$ cat config.mk
export PLATFORM = sky130hd
export DESIGN_NAME = mc_ctrl_fsm
export DESIGN_NICKNAME = d
export VERILOG_FILES = /design/src/rtl/mc_pkg.sv /design/src/rtl/mc_decode.sv /design/src/rtl/mc_ctrl_fsm.sv
export SDC_FILE = /design/constraint.sdc
export NUM_CORES = 1
export LEC_CHECK = 0
export ABC_CLOCK_PERIOD_IN_PS = 4710
export BUFFER_PORTS_ARGS = -buffer_cell sky130_fd_sc_hd__buf_2
export CAP_MARGIN = 5
export CORE_ASPECT_RATIO = 0.75
export CORE_UTILIZATION = 31
export DETAILED_ROUTE_END_ITERATION = 10
export PLACE_DENSITY = 0.6
export SETUP_SLACK_MARGIN = 0.3
export SKIP_LAST_GASP = 1
export SLEW_MARGIN = 20
export SYNTH_ARGS = -nofsm -noshare
export SYNTH_HDL_FRONTEND = slang
export SYNTH_SLANG_ARGS = --single-unit
$ cat constraint.sdc
create_clock -name clk -period 4.71 [get_ports clk]
set_input_delay 0 -clock clk [delete_from_list [all_inputs] [get_ports clk]]
set_output_delay 0 -clock clk [all_outputs]
set_load 0.005 [all_outputs]
$ cat src/rtl/mc_pkg.sv
// Shared types and encodings for the multi-cycle MIPS control unit.
// States, ALU ops, opcode/funct values and mux select codes.
package mc_pkg;

  typedef enum logic [3:0] {
    FETCH    = 4'd0,
    DECODE   = 4'd1,
    EXEC_R   = 4'd2,
    EXEC_I   = 4'd3,
    MEM_ADDR = 4'd4,
    MEM_RD   = 4'd5,
    MEM_WR   = 4'd6,
    WB_R     = 4'd7,
    WB_I     = 4'd8,
    WB_MEM   = 4'd9,
    BRANCH   = 4'd10,
    JUMP     = 4'd11,
    TRAP     = 4'd12
  } state_e;

  typedef enum logic [2:0] {
    ALU_ADD = 3'd0,
    ALU_SUB = 3'd1,
    ALU_AND = 3'd2,
    ALU_OR  = 3'd3,
    ALU_SLT = 3'd4
  } alu_op_e;

  typedef enum logic [2:0] {
    CL_R   = 3'd0,
    CL_I   = 3'd1,
    CL_LW  = 3'd2,
    CL_SW  = 3'd3,
    CL_BR  = 3'd4,
    CL_J   = 3'd5,
    CL_BAD = 3'd6
  } ins_class_e;

  localparam logic [5:0] OP_RTYPE = 6'h00;
  localparam logic [5:0] OP_J     = 6'h02;
  localparam logic [5:0] OP_BEQ   = 6'h04;
  localparam logic [5:0] OP_BNE   = 6'h05;
  localparam logic [5:0] OP_ADDI  = 6'h08;
  localparam logic [5:0] OP_ANDI  = 6'h0C;
  localparam logic [5:0] OP_ORI   = 6'h0D;
  localparam logic [5:0] OP_LW    = 6'h23;
  localparam logic [5:0] OP_SW    = 6'h2B;

  localparam logic [5:0] FN_ADD = 6'h20;
  localparam logic [5:0] FN_SUB = 6'h22;
  localparam logic [5:0] FN_AND = 6'h24;
  localparam logic [5:0] FN_OR  = 6'h25;
  localparam logic [5:0] FN_SLT = 6'h2A;

  localparam logic [1:0] SRCB_B    = 2'd0;
  localparam logic [1:0] SRCB_ONE  = 2'd1;
  localparam logic [1:0] SRCB_SEXT = 2'd2;
  localparam logic [1:0] SRCB_ZEXT = 2'd3;

  localparam logic [1:0] PCSRC_ALU = 2'd0;
  localparam logic [1:0] PCSRC_JMP = 2'd1;

endpackage

$ cat src/rtl/mc_decode.sv
// Combinational instruction classifier: opcode/funct to class,
// execute-stage ALU op, B-operand select and funct legality.
module mc_decode
  import mc_pkg::*;
(
  input  logic [5:0] opcode_i,
  input  logic [5:0] funct_i,
  output ins_class_e cls_o,
  output alu_op_e    alu_op_o,
  output logic [1:0] srcb_o,
  output logic       funct_ok_o
);

  // Classify opcode; R-type ALU op comes from funct
  always_comb begin
    cls_o      = CL_BAD;
    alu_op_o   = ALU_ADD;
    srcb_o     = SRCB_B;
    funct_ok_o = 1'b0;
    unique case (opcode_i)
      OP_RTYPE: begin
        cls_o      = CL_R;
        funct_ok_o = 1'b1;
        unique case (funct_i)
          FN_ADD:  alu_op_o = ALU_ADD;
          FN_SUB:  alu_op_o = ALU_SUB;
          FN_AND:  alu_op_o = ALU_AND;
          FN_OR:   alu_op_o = ALU_OR;
          FN_SLT:  alu_op_o = ALU_SLT;
          default: funct_ok_o = 1'b0;
        endcase
      end
      OP_ADDI: begin
        cls_o  = CL_I;
        srcb_o = SRCB_SEXT;
      end
      OP_ANDI: begin
        cls_o    = CL_I;
        srcb_o   = SRCB_ZEXT;
        alu_op_o = ALU_AND;
      end
      OP_ORI: begin
        cls_o    = CL_I;
        srcb_o   = SRCB_ZEXT;
        alu_op_o = ALU_OR;
      end
      OP_LW: begin
        cls_o  = CL_LW;
        srcb_o = SRCB_SEXT;
      end
      OP_SW: begin
        cls_o  = CL_SW;
        srcb_o = SRCB_SEXT;
      end
      OP_BEQ, OP_BNE: cls_o = CL_BR;
      OP_J:           cls_o = CL_J;
      default:        cls_o = CL_BAD;
    endcase
  end

endmodule

$ cat src/rtl/mc_ctrl_fsm.sv
// Multi-cycle MIPS control FSM: sequences each instruction and
// drives every datapath load strobe and mux select.
module mc_ctrl_fsm
  import mc_pkg::*;
#(
  parameter int CNT_W = 32
) (
  input  logic             clk,
  input  logic             rst_n,
  input  logic             run,
  input  logic [5:0]       opcode,
  input  logic [5:0]       funct,
  input  logic             zero,
  output logic             ir_write,
  output logic             a_write,
  output logic             b_write,
  output logic             aluout_write,
  output logic             pc_write,
  output logic             pc_inc,
  output logic             reg_write,
  output logic             mem_write,
  output logic             reg_dst,
  output logic             mem_to_reg,
  output logic             alu_src_a,
  output logic [1:0]       alu_src_b,
  output logic [2:0]       alu_op,
  output logic [1:0]       pc_src,
  output logic             retire,
  output logic             illegal,
  output logic [CNT_W-1:0] instret,
  output logic [3:0]       state
);

  state_e     state_q, state_d;
  logic       br_ph_q, br_ph_d;
  logic       flag_q, flag_d;
  logic       illegal_q, illegal_d;
  logic [CNT_W-1:0] instret_q;

  ins_class_e dec_cls;
  alu_op_e    dec_op;
  logic [1:0] dec_srcb;
  logic       dec_fok;

  mc_decode u_dec (
    .opcode_i   (opcode),
    .funct_i    (funct),
    .cls_o      (dec_cls),
    .alu_op_o   (dec_op),
    .srcb_o     (dec_srcb),
    .funct_ok_o (dec_fok)
  );

  // Next state and all control outputs; everything is 0 in reset
  always_comb begin
    state_d      = state_q;
    br_ph_d      = br_ph_q;
    flag_d       = flag_q;
    ir_write     = 1'b0;
    a_write      = 1'b0;
    b_write      = 1'b0;
    aluout_write = 1'b0;
    pc_write     = 1'b0;
    pc_inc       = 1'b0;
    reg_write    = 1'b0;
    mem_write    = 1'b0;
    reg_dst      = 1'b0;
    mem_to_reg   = 1'b0;
    alu_src_a    = 1'b0;
    alu_src_b    = SRCB_B;
    alu_op       = ALU_ADD;
    pc_src       = PCSRC_ALU;
    retire       = 1'b0;
    if (rst_n) begin
      unique case (state_q)
        FETCH: begin
          if (run) begin
            ir_write = 1'b1;
            pc_inc   = 1'b1;
            state_d  = DECODE;
          end
        end
        DECODE: begin
          // aluout captures pc+imm here as the branch target
          a_write      = 1'b1;
          b_write      = 1'b1;
          aluout_write = 1'b1;
          alu_src_b    = SRCB_SEXT;
          br_ph_d      = 1'b0;
          unique case (dec_cls)
            CL_R:         state_d = EXEC_R;
            CL_I:         state_d = EXEC_I;
            CL_LW, CL_SW: state_d = MEM_ADDR;
            CL_BR:        state_d = BRANCH;
            CL_J:         state_d = JUMP;
            default:      state_d = TRAP;
          endcase
        end
        EXEC_R: begin
          alu_src_a = 1'b1;
          alu_src_b = SRCB_B;
          alu_op    = dec_op;
          if (dec_fok) begin
            aluout_write = 1'b1;
            state_d      = WB_R;
          end else begin
            state_d = TRAP;
          end
        end
        EXEC_I: begin
          alu_src_a    = 1'b1;
          alu_src_b    = dec_srcb;
          alu_op       = dec_op;
          aluout_write = 1'b1;
          state_d      = WB_I;
        end
        MEM_ADDR: begin
          alu_src_a    = 1'b1;
          alu_src_b    = SRCB_SEXT;
          aluout_write = 1'b1;
          state_d = (dec_cls == CL_LW) ? MEM_RD : MEM_WR;
        end
        MEM_RD: state_d = WB_MEM;
        MEM_WR: begin
          mem_write = 1'b1;
          retire    = 1'b1;
          state_d   = FETCH;
        end
        WB_R: begin
          reg_dst   = 1'b1;
          reg_write = 1'b1;
          retire    = 1'b1;
          state_d   = FETCH;
        end
        WB_I: begin
          reg_write = 1'b1;
          retire    = 1'b1;
          state_d   = FETCH;
        end
        WB_MEM: begin
          mem_to_reg = 1'b1;
          reg_write  = 1'b1;
          retire     = 1'b1;
          state_d    = FETCH;
        end
        BRANCH: begin
          // Phase 0 compares A-B without touching aluout (holds target)
          if (!br_ph_q) begin
            alu_src_a = 1'b1;
            alu_src_b = SRCB_B;
            alu_op    = ALU_SUB;
            flag_d    = zero;
            br_ph_d   = 1'b1;
          end else begin
            alu_src_b = SRCB_SEXT;
            pc_src    = PCSRC_ALU;
            pc_write  = (opcode == OP_BEQ) ? flag_q : ~flag_q;
            retire    = 1'b1;
            br_ph_d   = 1'b0;
            state_d   = FETCH;
          end
        end
        JUMP: begin
          pc_write = 1'b1;
          pc_src   = PCSRC_JMP;
          retire   = 1'b1;
          state_d  = FETCH;
        end
        TRAP:    state_d = TRAP;
        default: state_d = FETCH;
      endcase
    end
    illegal_d = illegal_q | (state_d == TRAP);
  end

  // State, branch sub-phase, latched zero and sticky trap flag
  always_ff @(posedge clk or negedge rst_n) begin
    if (!rst_n) begin
      state_q   <= FETCH;
      br_ph_q   <= 1'b0;
      flag_q    <= 1'b0;
      illegal_q <= 1'b0;
    end else begin
      state_q   <= state_d;
      br_ph_q   <= br_ph_d;
      flag_q    <= flag_d;
      illegal_q <= illegal_d;
    end
  end

  // Retired-instruction counter, wraps naturally
  always_ff @(posedge clk or negedge rst_n) begin
    if (!rst_n) instret_q <= '0;
    else if (retire) instret_q <= instret_q + CNT_W'(1);
  end

  assign illegal = illegal_q;
  assign instret = instret_q;
  assign state   = state_q;

endmodule
After elaboration in Yosys (flattened, before gate mapping)
Index checks and enable logic that the tools add are counted.
{ "totals": {"output_inout_bits": 56, "word_cells": 106, "ff_bits": 39, "input_bits": 16} }
{ "classes": {"muxes": 48, "add_sub_neg": 1, "eq_ne": 31, "bitwise": 3, "reduce_logical": 18} }
{ "op_table": {"columns": ["cell", "count"], "rows": [
  ["$eq A6 B6 Y1 const B", 7],
  ["$add A32 B1 Y32 const B", 1],
  ["$pmux W4 S8", 1],
  ["$mux W1", 27],
  ["$eq A4 B4 Y1 const B", 6],
  ["$pmux W4 S5", 1],
  ["$eq A6 B4 Y1 const B", 3],
  ["$pmux W3 S6", 1],
  ["$eq A4 B3 Y1 const B", 4],
  ["$mux W4", 4],
  ["$reduce_or A3 Y1", 5],
  ["$eq A6 B3 Y1 const B", 2],
  ["$pmux W3 S4", 1],
  ["$pmux W1 S2", 5],
  ["$reduce_or A2 Y1", 5],
  ["$reduce_or A5 Y1", 2],
  ["$pmux W3 S3", 1],
  ["$eq A4 B2 Y1 const B", 2],
  ["$eq A3 B2 Y1 const B", 2],
  ["$eq A3 B3 Y1 const B", 2],
  ["$eq A6 B2 Y1 const B", 1],
  ["$logic_not A6 Y1", 1],
  ["$mux W2", 3],
  ["$pmux W2 S3", 1],
  ["12 further kinds", 13]
]} }

Depth between registers and ports, before layout
Gate-level depths: netlist of the first run.
{ "depth": {"word_depth": 10, "ltp_mapped": 8} }

By module
Synthesis of the first run repeated with hierarchy kept, for this count alone.
{ "hier_totals": {"hier_cells": 266, "area_unflattened_um2": 2543.7} }
{ "modules_own_cells": {"columns": ["module", "cells_each", "area_per_inst_um2", "n_inst"], "rows": [
  ["mc_ctrl_fsm", 230, 2285.9, 1],
  ["mc_decode", 36, 257.7, 1]
]} }

Worst setup path after synthesis of the first run
No wires, ideal clock.
{ "synth_path": {"path_kind": "reg-to-reg", "startpoint": "register state_q[0], in the netlist state[0]", "endpoint": "register instret_q[27], in the netlist instret[27]", "path_slack_ps": 3002, "t_arrival_ps": 1576, "setup_ps": 132, "required_time_ps": 4578, "path_stages_with_launch": 9, "cell_sequence": "dfrtp_1 > buf_2 > nor3b_1 > o2bb2ai_1 > nand4_1 > nand2b_1 > clkbuf_1 > nor3_1 > xor2_1"} }
{ "synth_between": {"elab_chain_len": 4, "word_cells_on_any_way": 9, "cone_classes": "eq/ne (6); mux (2); reduce/logical (1)"} }
{ "synth_lines": {"columns": ["item", "line_no", "rtl"], "rows": [
  ["start, declared", "mc_ctrl_fsm.sv:34", "state_e state_q, state_d;"],
  ["start signal, assigned", "mc_ctrl_fsm.sv:184", "state_q <= state_d;"],
  ["$eq A4 B4 Y1 or $eq A4 B3 Y1 (tied branches)", "mc_ctrl_fsm.sv:75", "unique case (state_q)"],
  ["$reduce_or A5 Y1 (no source line)", null, null],
  ["$pmux W1 S2 (*)", "mc_ctrl_fsm.sv:75", null],
  ["$mux W1 (*)", "mc_ctrl_fsm.sv:74", "if (rst_n) begin"],
  ["end signal, assigned", "mc_ctrl_fsm.sv:194", "else if (retire) instret_q <= instret_q + CNT_W'(1);"],
  ["end, declared", "mc_ctrl_fsm.sv:38", "logic [CNT_W-1:0] instret_q;"]
]} }
Every way passes the cells marked *; elsewhere a longest branch is shown, timed or not.
A chain may end at the register's enable or synchronous reset.

Final worst setup path of the first run
{ "layout_path": {"startpoint": "register state_q[0], in the netlist state[0]", "endpoint": "register instret_q[18], in the netlist instret[18]"} }
Same word-level chain as after synthesis.

==> results of run 1 <==
path summary, 6_finish.rpt:
path                              from     endpoint  slack [ps]
hold reg to reg            instret[31]  instret[31]         460
hold / removal                funct[5]     state[3]         260
min in group asynchronous        rst_n  instret[26]         320
setup reg to reg              state[0]  instret[18]        2520
setup / recovery              state[0]  instret[18]        2520
max in group asynchronous        rst_n  instret[11]        3700
worst max-delay path, stage by stage, from the launching register on:
cell	delay, ps
dfrtp_1	730
nor3b_1	140
o2bb2ai_1	260
nand4_1	250
nor2b_1	390
nand4_1	160
xnor2_1	140
routing by layer:
| metal | wire, um | part of all wire | GRT usage |
|---|---|---|---|
| met1 | 2810 | 0.50 | 0.213 |
| met2 | 2530 | 0.45 | 0.230 |
| met3 | 269 | 0.048 | 0.0261 |
| met4 | 38 | 0.0067 | 0.0386 |
| met5 | 0 | 0 | 0 |
placed cells by master, fill, tap and decap left out, drive strengths merged, types with 3 or more instances in the layout:
| cell | synthesis | routed |
|---|---|---|
| nand3 | 12 | 12 |
| buf | 9 | 71 |
| nand2 | 25 | 25 |
| xor2 | 10 | 10 |
| dfrtp | 39 | 39 |
| nor4 | 4 | 4 |
| or3 | 3 | 3 |
| nor2b | 5 | 5 |
| nand4 | 13 | 13 |
| clkbuf | 7 | 6 |
| a21oi | 11 | 11 |
| inv | 8 | 8 |
| nand2b | 10 | 10 |
| nor3 | 14 | 14 |
| and4 | 3 | 3 |
| xnor2 | 22 | 22 |
| and3 | 7 | 7 |
| o21ai | 8 | 8 |
| o22ai | 3 | 3 |
| nor2 | 19 | 19 |
synthesized netlist by cell type (5+ instances only):
master / number
inv_1: 8
nor2b_1: 5
and3_1: 7
nor2_1: 19
nand2_1: 25
clkbuf_1: 6
nor3_1: 14
nand2b_1: 10
nand3_1: 12
xnor2_1: 22
xor2_1: 10
o21ai_0: 8
dfrtp_1: 39
a21oi_1: 11
nand4_1: 13
power by group:
part / switching, mW / internal [mW] / total [mW]
logic: 0.182 / 0.154 / 0.336
clock network: 0.110 / 0.171 / 0.282
registers: 0.0929 / 0.372 / 0.465
state kept, by name (all words and copies together) (netlist names):
register and flops:
instret 32, state 4, br_ph_q 1, flag_q 1
illegal 1
final cells by class:
class / count / area (um^2) / share of cell area
multi-input combinational: 202 / 1270 / 0.438
sequential: 39 / 976 / 0.337
timing repair buffer: 73 / 378 / 0.131
tap: 101 / 126 / 0.0436
clock buffer: 6 / 82.6 / 0.0285
clock inverter: 2 / 35.0 / 0.0121
inverter: 8 / 30.0 / 0.0104
repair_timing:
action | 4_1_cts | 5_1_grt
hold buffers | 2 | 0
hold endpoints to repair | 26 | 0
buffers inserted | 0 | 0
logic make-up after synthesis:
logic type,share of synthesized area
xor gates and xnor gates,0.119
and+or+nand+nor,0.280
DFF,0.414
other,0.00159
AOI/OAI and AO/OA,0.118
muxes,0.0138
buffers and inverters,0.0488
adders and majority gates,0.00530
==> results.py, run 1 <==
metrics = {
    "floorplan": {
        "dieArea_um2": 7960,
        "core_area_um2": 7360,
        "die_x_um": 103,
        "rows": 27,
        "die_h_um": 77.5,
        "ioPinCount": 72,
        "initial_core_util": 0.320,
    },
    "sta": {
        "finalSetupViolCount": 0,
        "hold_ws_ps": 262,
        "rsz0062_at_grt": "false",
        "setup_slack_ps": 2520,
        "tightest_slew_ps": 727,
        "post-route-period-util": 0.465,
        "worst_clock_skew_ps": 5.77,
        "setup_tns_ps": 0,
        "finalHoldViolCount": 0,
        "slew_headroom": 0.515,
        "fmax_mhz": 457,
        "period_minus_slack_ps": 2190,
        "slew_violations": 0,
    },
    "worst_setup_path": {
        "critical_path_class": "reg2reg",
        "worstSetupEndpointType": "flip-flop",
        "arrival_ps": 2370,
        "crit_required_ps": 4890,
        "cp_max_fo": 20,
        "startpoint_type": "flip-flop",
        "rr_worst_depth": 6,
    },
    "clock_tree": {
        "clockBufferDepth": 2,
        "numCtsBuffers": 5,
        "ctsResizeCount": 0,
        "insertion_delay_ps": 290,
        "htreeDepth": 2,
        "cts_tree": "done",
        "path_clk_slew_ps": 70,
        "numClockSinks": 39,
        "cts_root_buf": "clkbuf_8",
    },
    "worst_hold_path": {
        "holdPathStages": 5,
        "hold_path.class": "in2reg",
    },
    "global_route": {
        "antenna_found_initial": 0,
        "gr-total-overflow": 0,
        "grt_pass1_wl_um": 9430,
        "grt_max_degree": 37,
        "grt_pass1_vias": 2003,
        "grtUsageTotal": 0.149,
    },
    "pwr": {
        "p_per_area_nw_per_um2": 374,
        "p_leak_nw": 1.40,
        "peakVddDrop_uv": 117,
        "power_mw": 1.08,
    },
    "route": {
        "wl_um": 5640,
        "wire_per_inst_um": 13.1,
        "drc": 0,
        "dr.pass1.iters": 6,
        "via_per_inst": 5.05,
        "drtIter0Drc": 177,
        "dr_total_vias": 2175,
        "antenna_left": 0,
    },
    "outcome": {
        "outcome": "completed",
    },
    "synth": {
        "ys_ff_latch": 39,
        "synth_top_area_frac": 0.414,
        "synth_warnings": 0,
        "synth.avg_cell_area_um2": 8.90,
        "syn_area_um2": 2360,
        "synthTopCellsByArea": "dfrtp_1, xnor2_1, nand2_1",
        "async_reset_ff_frac": 1.00,
        "synth_edf_count": 0,
        "ys_seq_area_frac": 0.414,
        "ys_types": 51,
        "yosysTopAreaCell": "dfrtp_1",
        "synth_cells": 265,
        "ys.flop_type": "dfrtp_1",
        "syn_nets": 282,
    },
    "cells_and_area": {
        "n_antenna_cell": 0,
        "fillers": 774,
        "areaGrowthSynthToFinish_pct": 22.8,
        "fin_cells": 431,
        "fin_area_um2": 2900,
        "final_core_util": 0.393,
        "drive_gt1_frac": 0.258,
        "nets": 346,
    },
    "placement": {
        "portBuffers": 70,
        "dp.final_hpwl_um": 4260,
        "dp.cells": 421,
        "dpl_cell_area_um2": 2760,
        "routabilityCongestion": 0.867,
        "dp_slack_ps": 2520,
    },
    "flow_run": {
        "cap_violations": 0,
    },
}
Note: power is estimated with default switching activity, not from simulation.
==> run 2, diff against run 1 <==
--- a/config.mk
+++ b/config.mk
@@ -5,13 +5,13 @@
 export SDC_FILE = /design/constraint.sdc
 export NUM_CORES = 1
 export LEC_CHECK = 0
-export ABC_CLOCK_PERIOD_IN_PS = 4710
+export ABC_CLOCK_PERIOD_IN_PS = 2000
 export BUFFER_PORTS_ARGS = -buffer_cell sky130_fd_sc_hd__buf_2
 export CAP_MARGIN = 5
 export CORE_ASPECT_RATIO = 0.75
 export CORE_UTILIZATION = 31
 export DETAILED_ROUTE_END_ITERATION = 10
-export PLACE_DENSITY = 0.6
+export PLACE_DENSITY = 0.62
 export SETUP_SLACK_MARGIN = 0.3
 export SKIP_LAST_GASP = 1
 export SLEW_MARGIN = 20
==> constraint.sdc (replaced) <==
create_clock -name clk -period 2 [get_ports clk]
set_input_delay 0 -clock clk [delete_from_list [all_inputs] [get_ports clk]]
set_output_delay 0 -clock clk [all_outputs]
set_load 0.005 [all_outputs]
==> results.py, run 2 (synthesis results as in run 1) <==
metrics = {
    "floorplan": {
        "ioPinCount": 72,
        "die_x_um": 103,
        "dieArea_um2": 7960,
        "die_h_um": 77.5,
        "core_area_um2": 7360,
        "rows": 27,
        "initial_core_util": 0.320,
    },
    "clock_tree": {
        "numClockSinks": 39,
        "cts_root_buf": "clkbuf_8",
        "htreeDepth": 2,
        "cts_tree": "done",
        "numCtsBuffers": 5,
        "clockBufferDepth": 2,
        "insertion_delay_ps": 290,
        "path_clk_slew_ps": 80,
    },
    "worst_hold_path": {
        "hold_path.class": "in2async",
    },
    "cells_and_area": {
        "largest_reg_flops": 32,
        "n_antenna_cell": 0,
        "drive_gt1_frac": 0.411,
        "final_cell_mix": "buf_2, dfrtp_1, buf_4",
        "mostFrequentLayoutCell": "buf_2",
        "nets": 381,
        "fillers": 705,
        "areaGrowthSynthToFinish_pct": 43.4,
        "final_core_util": 0.459,
        "fin_cells": 466,
    },
    "route": {
        "via_per_inst": 5.03,
        "drc": 0,
        "drtIter0Drc": 164,
        "antenna_left": 0,
        "wire_per_inst_um": 14.5,
        "dr_total_vias": 2342,
        "dr.pass1.iters": 4,
        "wl_um": 6770,
    },
    "global_route": {
        "grt_pass1_vias": 2071,
        "gr-total-overflow": 0,
        "grt_pass1_wl_um": 10300,
        "antenna_found_initial": 0,
        "grt_max_degree": 17,
        "grtUsageTotal": 0.163,
    },
    "sta": {
        "tightest_slew_ps": 568,
        "finalHoldViolCount": 0,
        "period_minus_slack_ps": 1850,
        "slew_headroom": 0.618,
        "rsz0062_at_grt": "true",
        "post-route-period-util": 0.924,
        "fmax_mhz": 541,
        "worst_clock_skew_ps": 6.38,
        "slew_violations": 0,
        "setup_tns_ps": 0,
        "finalSetupViolCount": 0,
    },
    "pwr": {
        "peakVddDrop_uv": 395,
        "p_per_area_nw_per_um2": 939,
        "p_leak_nw": 1.63,
        "power_mw": 3.18,
    },
    "worst_setup_path": {
        "worstSetupEndpointType": "flip-flop",
        "startpoint_type": "flip-flop",
        "crit_required_ps": 2180,
        "cp_max_fo": 7,
        "critical_path_class": "reg2reg",
        "arrival_ps": 2030,
    },
    "outcome": {
        "outcome": "completed",
    },
    "placement": {
        "dp.final_hpwl_um": 4650,
        "routabilityCongestion": 0.828,
        "portBuffers": 70,
        "dp.cells": 432,
    },
    "flow_run": {
        "cap_violations": 0,
    },
}
-- run 2: what timing repair did --
item                                    CTS  global route
hold buffers                              4             0
resized for setup                        14            35
endpoints found under the setup margin   32            37
pin swaps                                 7            17
cloned                                    1             0
buffers inserted                          7            14
hold endpoints to repair                 40             0
-- run 2: path summary, 6_finish.rpt --
check / startpoint / end / slack (ps) / cells past startpoint
worst max-delay path: state[1] / illegal / 150 / 8
worst min-delay path: rst_n / instret[25] / 120 / 2
worst max register to register: state[1] / illegal / 150 / 8
worst min register to register: instret[31] / instret[31] / 460 / 1
max in group asynchronous: rst_n / instret[0] / 600 / 4
min in group clk: funct[5] / state[3] / 240 / 5
-- run 2: power breakdown --
| group | switching [mW] | internal, mW |
|---|---|---|
| Sequential | 0.119 | 0.882 |
| Clock | 0.271 | 0.404 |
| Combinational | 0.753 | 0.748 |
-- run 2: critical path, cell delays in order (launching register included) --
cell and delay [ps]:
dfrtp_1 430, buf_12 150, buf_4 150, nor2_4 120
o21ai_0 130, a31oi_1 230, nor3_1 110, a2bb2oi_2 170
a41o_1 230
-- run 2: final cells by class --
| cell class | instances | area (um^2) | area share |
|---|---|---|---|
| repair buffers | 108 | 691 | 0.204 |
| inverters | 8 | 33.8 | 0.00999 |
| flip-flops and latches | 39 | 981 | 0.290 |
| well taps | 101 | 126 | 0.0374 |
| clock buffers | 6 | 82.6 | 0.0244 |
| multi-input cells | 202 | 1430 | 0.424 |
| clock inverters | 2 | 35.0 | 0.0104 |
-- run 2: metrics by stage --
stage	area [um^2]	setup WS [ps]	hold WS, ps
6_report	3380	152	125
5_1_grt	3380	90.9	138
4_1_cts	3140	230	120
3_5_place_dp	2850	57.4	-98.2
3_3_place_gp	2850	62.3	-97.0
2_1_floorplan	2360	322	-296
-- run 2: per-layer routing --
layer	GRT usage	routed length (um)	part of all wire	up-vias
met5	0	0	0	-
met4	0.0414	65	0.0096	0
met3	0.0306	374	0.055	9
met2	0.243	3160	0.47	76
met1	0.240	3170	0.47	1124
li1	-	-	-	1133
==> run 3, diff against run 2 <==
--- a/config.mk
+++ b/config.mk
@@ -6,12 +6,12 @@
 export NUM_CORES = 1
 export LEC_CHECK = 0
 export ABC_CLOCK_PERIOD_IN_PS = 2000
-export BUFFER_PORTS_ARGS = -buffer_cell sky130_fd_sc_hd__buf_2
 export CAP_MARGIN = 5
 export CORE_ASPECT_RATIO = 0.75
 export CORE_UTILIZATION = 31
 export DETAILED_ROUTE_END_ITERATION = 10
-export PLACE_DENSITY = 0.62
+export DONT_BUFFER_PORTS = 1
+export PLACE_DENSITY = 0.53
 export SETUP_SLACK_MARGIN = 0.3
 export SKIP_LAST_GASP = 1
 export SLEW_MARGIN = 20
==> results.py, run 3 (synthesis results as in run 1) <==
metrics = {
    "route": {
        "drtIter0Drc": 85,
        "dr_total_vias": 1992,
        "dr.pass1.iters": 4,
        "antenna_left": 0,
        "wire_per_inst_um": 15.8,
        "wl_um": 6100,
        "drc": 0,
        "via_per_inst": 5.16,
    },
    "cells_and_area": {
        "mostFrequentLayoutCell": "dfrtp_1",
        "drive_gt1_frac": 0.281,
        "nets": 301,
        "areaGrowthSynthToFinish_pct": 25.3,
        "n_antenna_cell": 0,
        "fin_cells": 386,
        "largest_reg_flops": 32,
        "final_cell_mix": "dfrtp_1, nand2_1, xnor2_1",
        "fin_area_um2": 2950,
    },
    "sta": {
        "worst_clock_skew_ps": 6.38,
        "finalSetupViolCount": 0,
        "hold_ws_ps": -8.05,
        "tightest_slew_ps": 619,
        "period_minus_slack_ps": 1680,
        "slew_headroom": 0.583,
        "finalHoldViolCount": 1,
        "setup_tns_ps": 0,
        "rsz0062_at_grt": "true",
        "setup_slack_ps": 321,
        "slew_violations": 0,
        "post-route-period-util": 0.840,
        "fmax_mhz": 596,
    },
    "floorplan": {
        "core_area_um2": 7360,
        "initial_core_util": 0.320,
        "die_h_um": 77.5,
        "rows": 27,
        "die_x_um": 103,
        "dieArea_um2": 7960,
        "ioPinCount": 72,
    },
    "pwr": {
        "clkPwrFrac": 0.270,
        "p_switching_mw": 1.01,
        "swShare": 0.348,
        "peakVddDrop_uv": 272,
        "p_per_area_nw_per_um2": 983,
        "p_leak_nw": 1.21,
        "power.share.sequential": 0.350,
        "internal_power_mw": 1.89,
        "p_comb_frac": 0.380,
    },
    "outcome": {
        "outcome": "finished with violations",
        "failed_checks": "hold timing",
    },
    "global_route": {
        "grtUsageTotal": 0.156,
        "grt_pass1_vias": 1835,
        "grt_pass1_wl_um": 9600,
        "grt_max_degree": 42,
        "gr-total-overflow": 0,
        "antenna_found_initial": 0,
    },
    "worst_setup_path": {
        "max_stage_delay_ps": 450,
        "crit_required_ps": 2190,
        "worstSetupEndpointType": "flip-flop",
        "cp_max_fo": 14,
        "startpoint_type": "flip-flop",
        "crit_slowest_cell": "dfrtp_2",
        "crit_chain": "buf_6 -> nor4_1 -> o2111a_1 -> nor3_1 -> a2bb2oi_2 -> a41o_1",
        "arrival_ps": 1870,
        "critical_path_class": "reg2reg",
    },
    "placement": {
        "dp_slack_ps": 122,
        "portBuffers": 0,
        "routabilityCongestion": 0.793,
        "dp.final_hpwl_um": 4320,
        "dp.cells": 365,
        "dpl_cell_area_um2": 2510,
    },
    "clock_tree": {
        "cts_root_buf": "clkbuf_8",
        "numClockSinks": 39,
        "numCtsBuffers": 5,
        "insertion_delay_ps": 300,
        "htreeDepth": 2,
        "clockBufferDepth": 2,
        "cts_tree": "done",
        "path_clk_slew_ps": 80,
    },
    "flow_run": {
        "cap_violations": 0,
    },
    "worst_hold_path": {
        "hold_path.class": "in2reg",
    },
}
[run 3: critical path: cells and delay by family, from the launching register on]
family | cells | cell delay, ps
flip-flops | 1 | 450
AO/OA/AOI/OAI | 3 | 630
buffers and inverters | 1 | 170
AND/OR/NAND/NOR | 2 | 320
[run 3: worst paths after layout]
path	end	cells after the start	slack (ps)	start
max reg2reg	illegal	6	320	state[1]
max	illegal	6	320	state[1]
min	instret[0]	2	-8	rst_n
min reg2reg	instret[31]	1	500	instret[31]
max in group asynchronous	state[0]	2	1460	rst_n
min in group asynchronous	instret[30]	2	310	rst_n
[run 3: layout make-up]
class	count	area, um^2
fill	732	4410
multi-input combinational	202	1430
sequential	39	986
timing repair buffer	28	243
tap	101	126
clock buffer	5	68.8
clock inverter	3	67.6
inverter	8	33.8
[run 3: per-layer routing]
| metal | routed length (um) | GRT usage | up-vias |
|---|---|---|---|
| met5 | 0 | 0 | - |
| met4 | 43 | 0.0343 | 0 |
| met3 | 336 | 0.0423 | 6 |
| met2 | 2510 | 0.203 | 49 |
| met1 | 3210 | 0.247 | 965 |
| li1 | - | - | 972 |
[run 3: repair_timing]
item                                   4_1_cts  5_1_grt
setup buffers                                2        8
resized for setup                           18       37
pin swaps                                    2       14
setup endpoints to repair                   35       30
endpoints found under the hold margin       42        0
hold buffers                                 3        0
[run 3: power by group through the flow]
stage	logic [mW]	clock network, mW	registers [mW]
finish	1.10	0.785	1.02
global route	1.21	0.844	1.04
CTS	0.938	0.805	1.01
detailed placement	0.842	0	1.02
global placement	0.852	0	1.01
floorplan	0.620	0	0.990
[run 3: metrics by stage]
step                hold WS, ps   util  total power [mW]
global placement           -295  0.341              1.87
detailed placement         -295  0.341              1.86
finish                    -8.05  0.401              2.91
CTS                        39.1  0.376              2.75
global route               3.64  0.401              3.09
floorplan                  -296      -              1.61
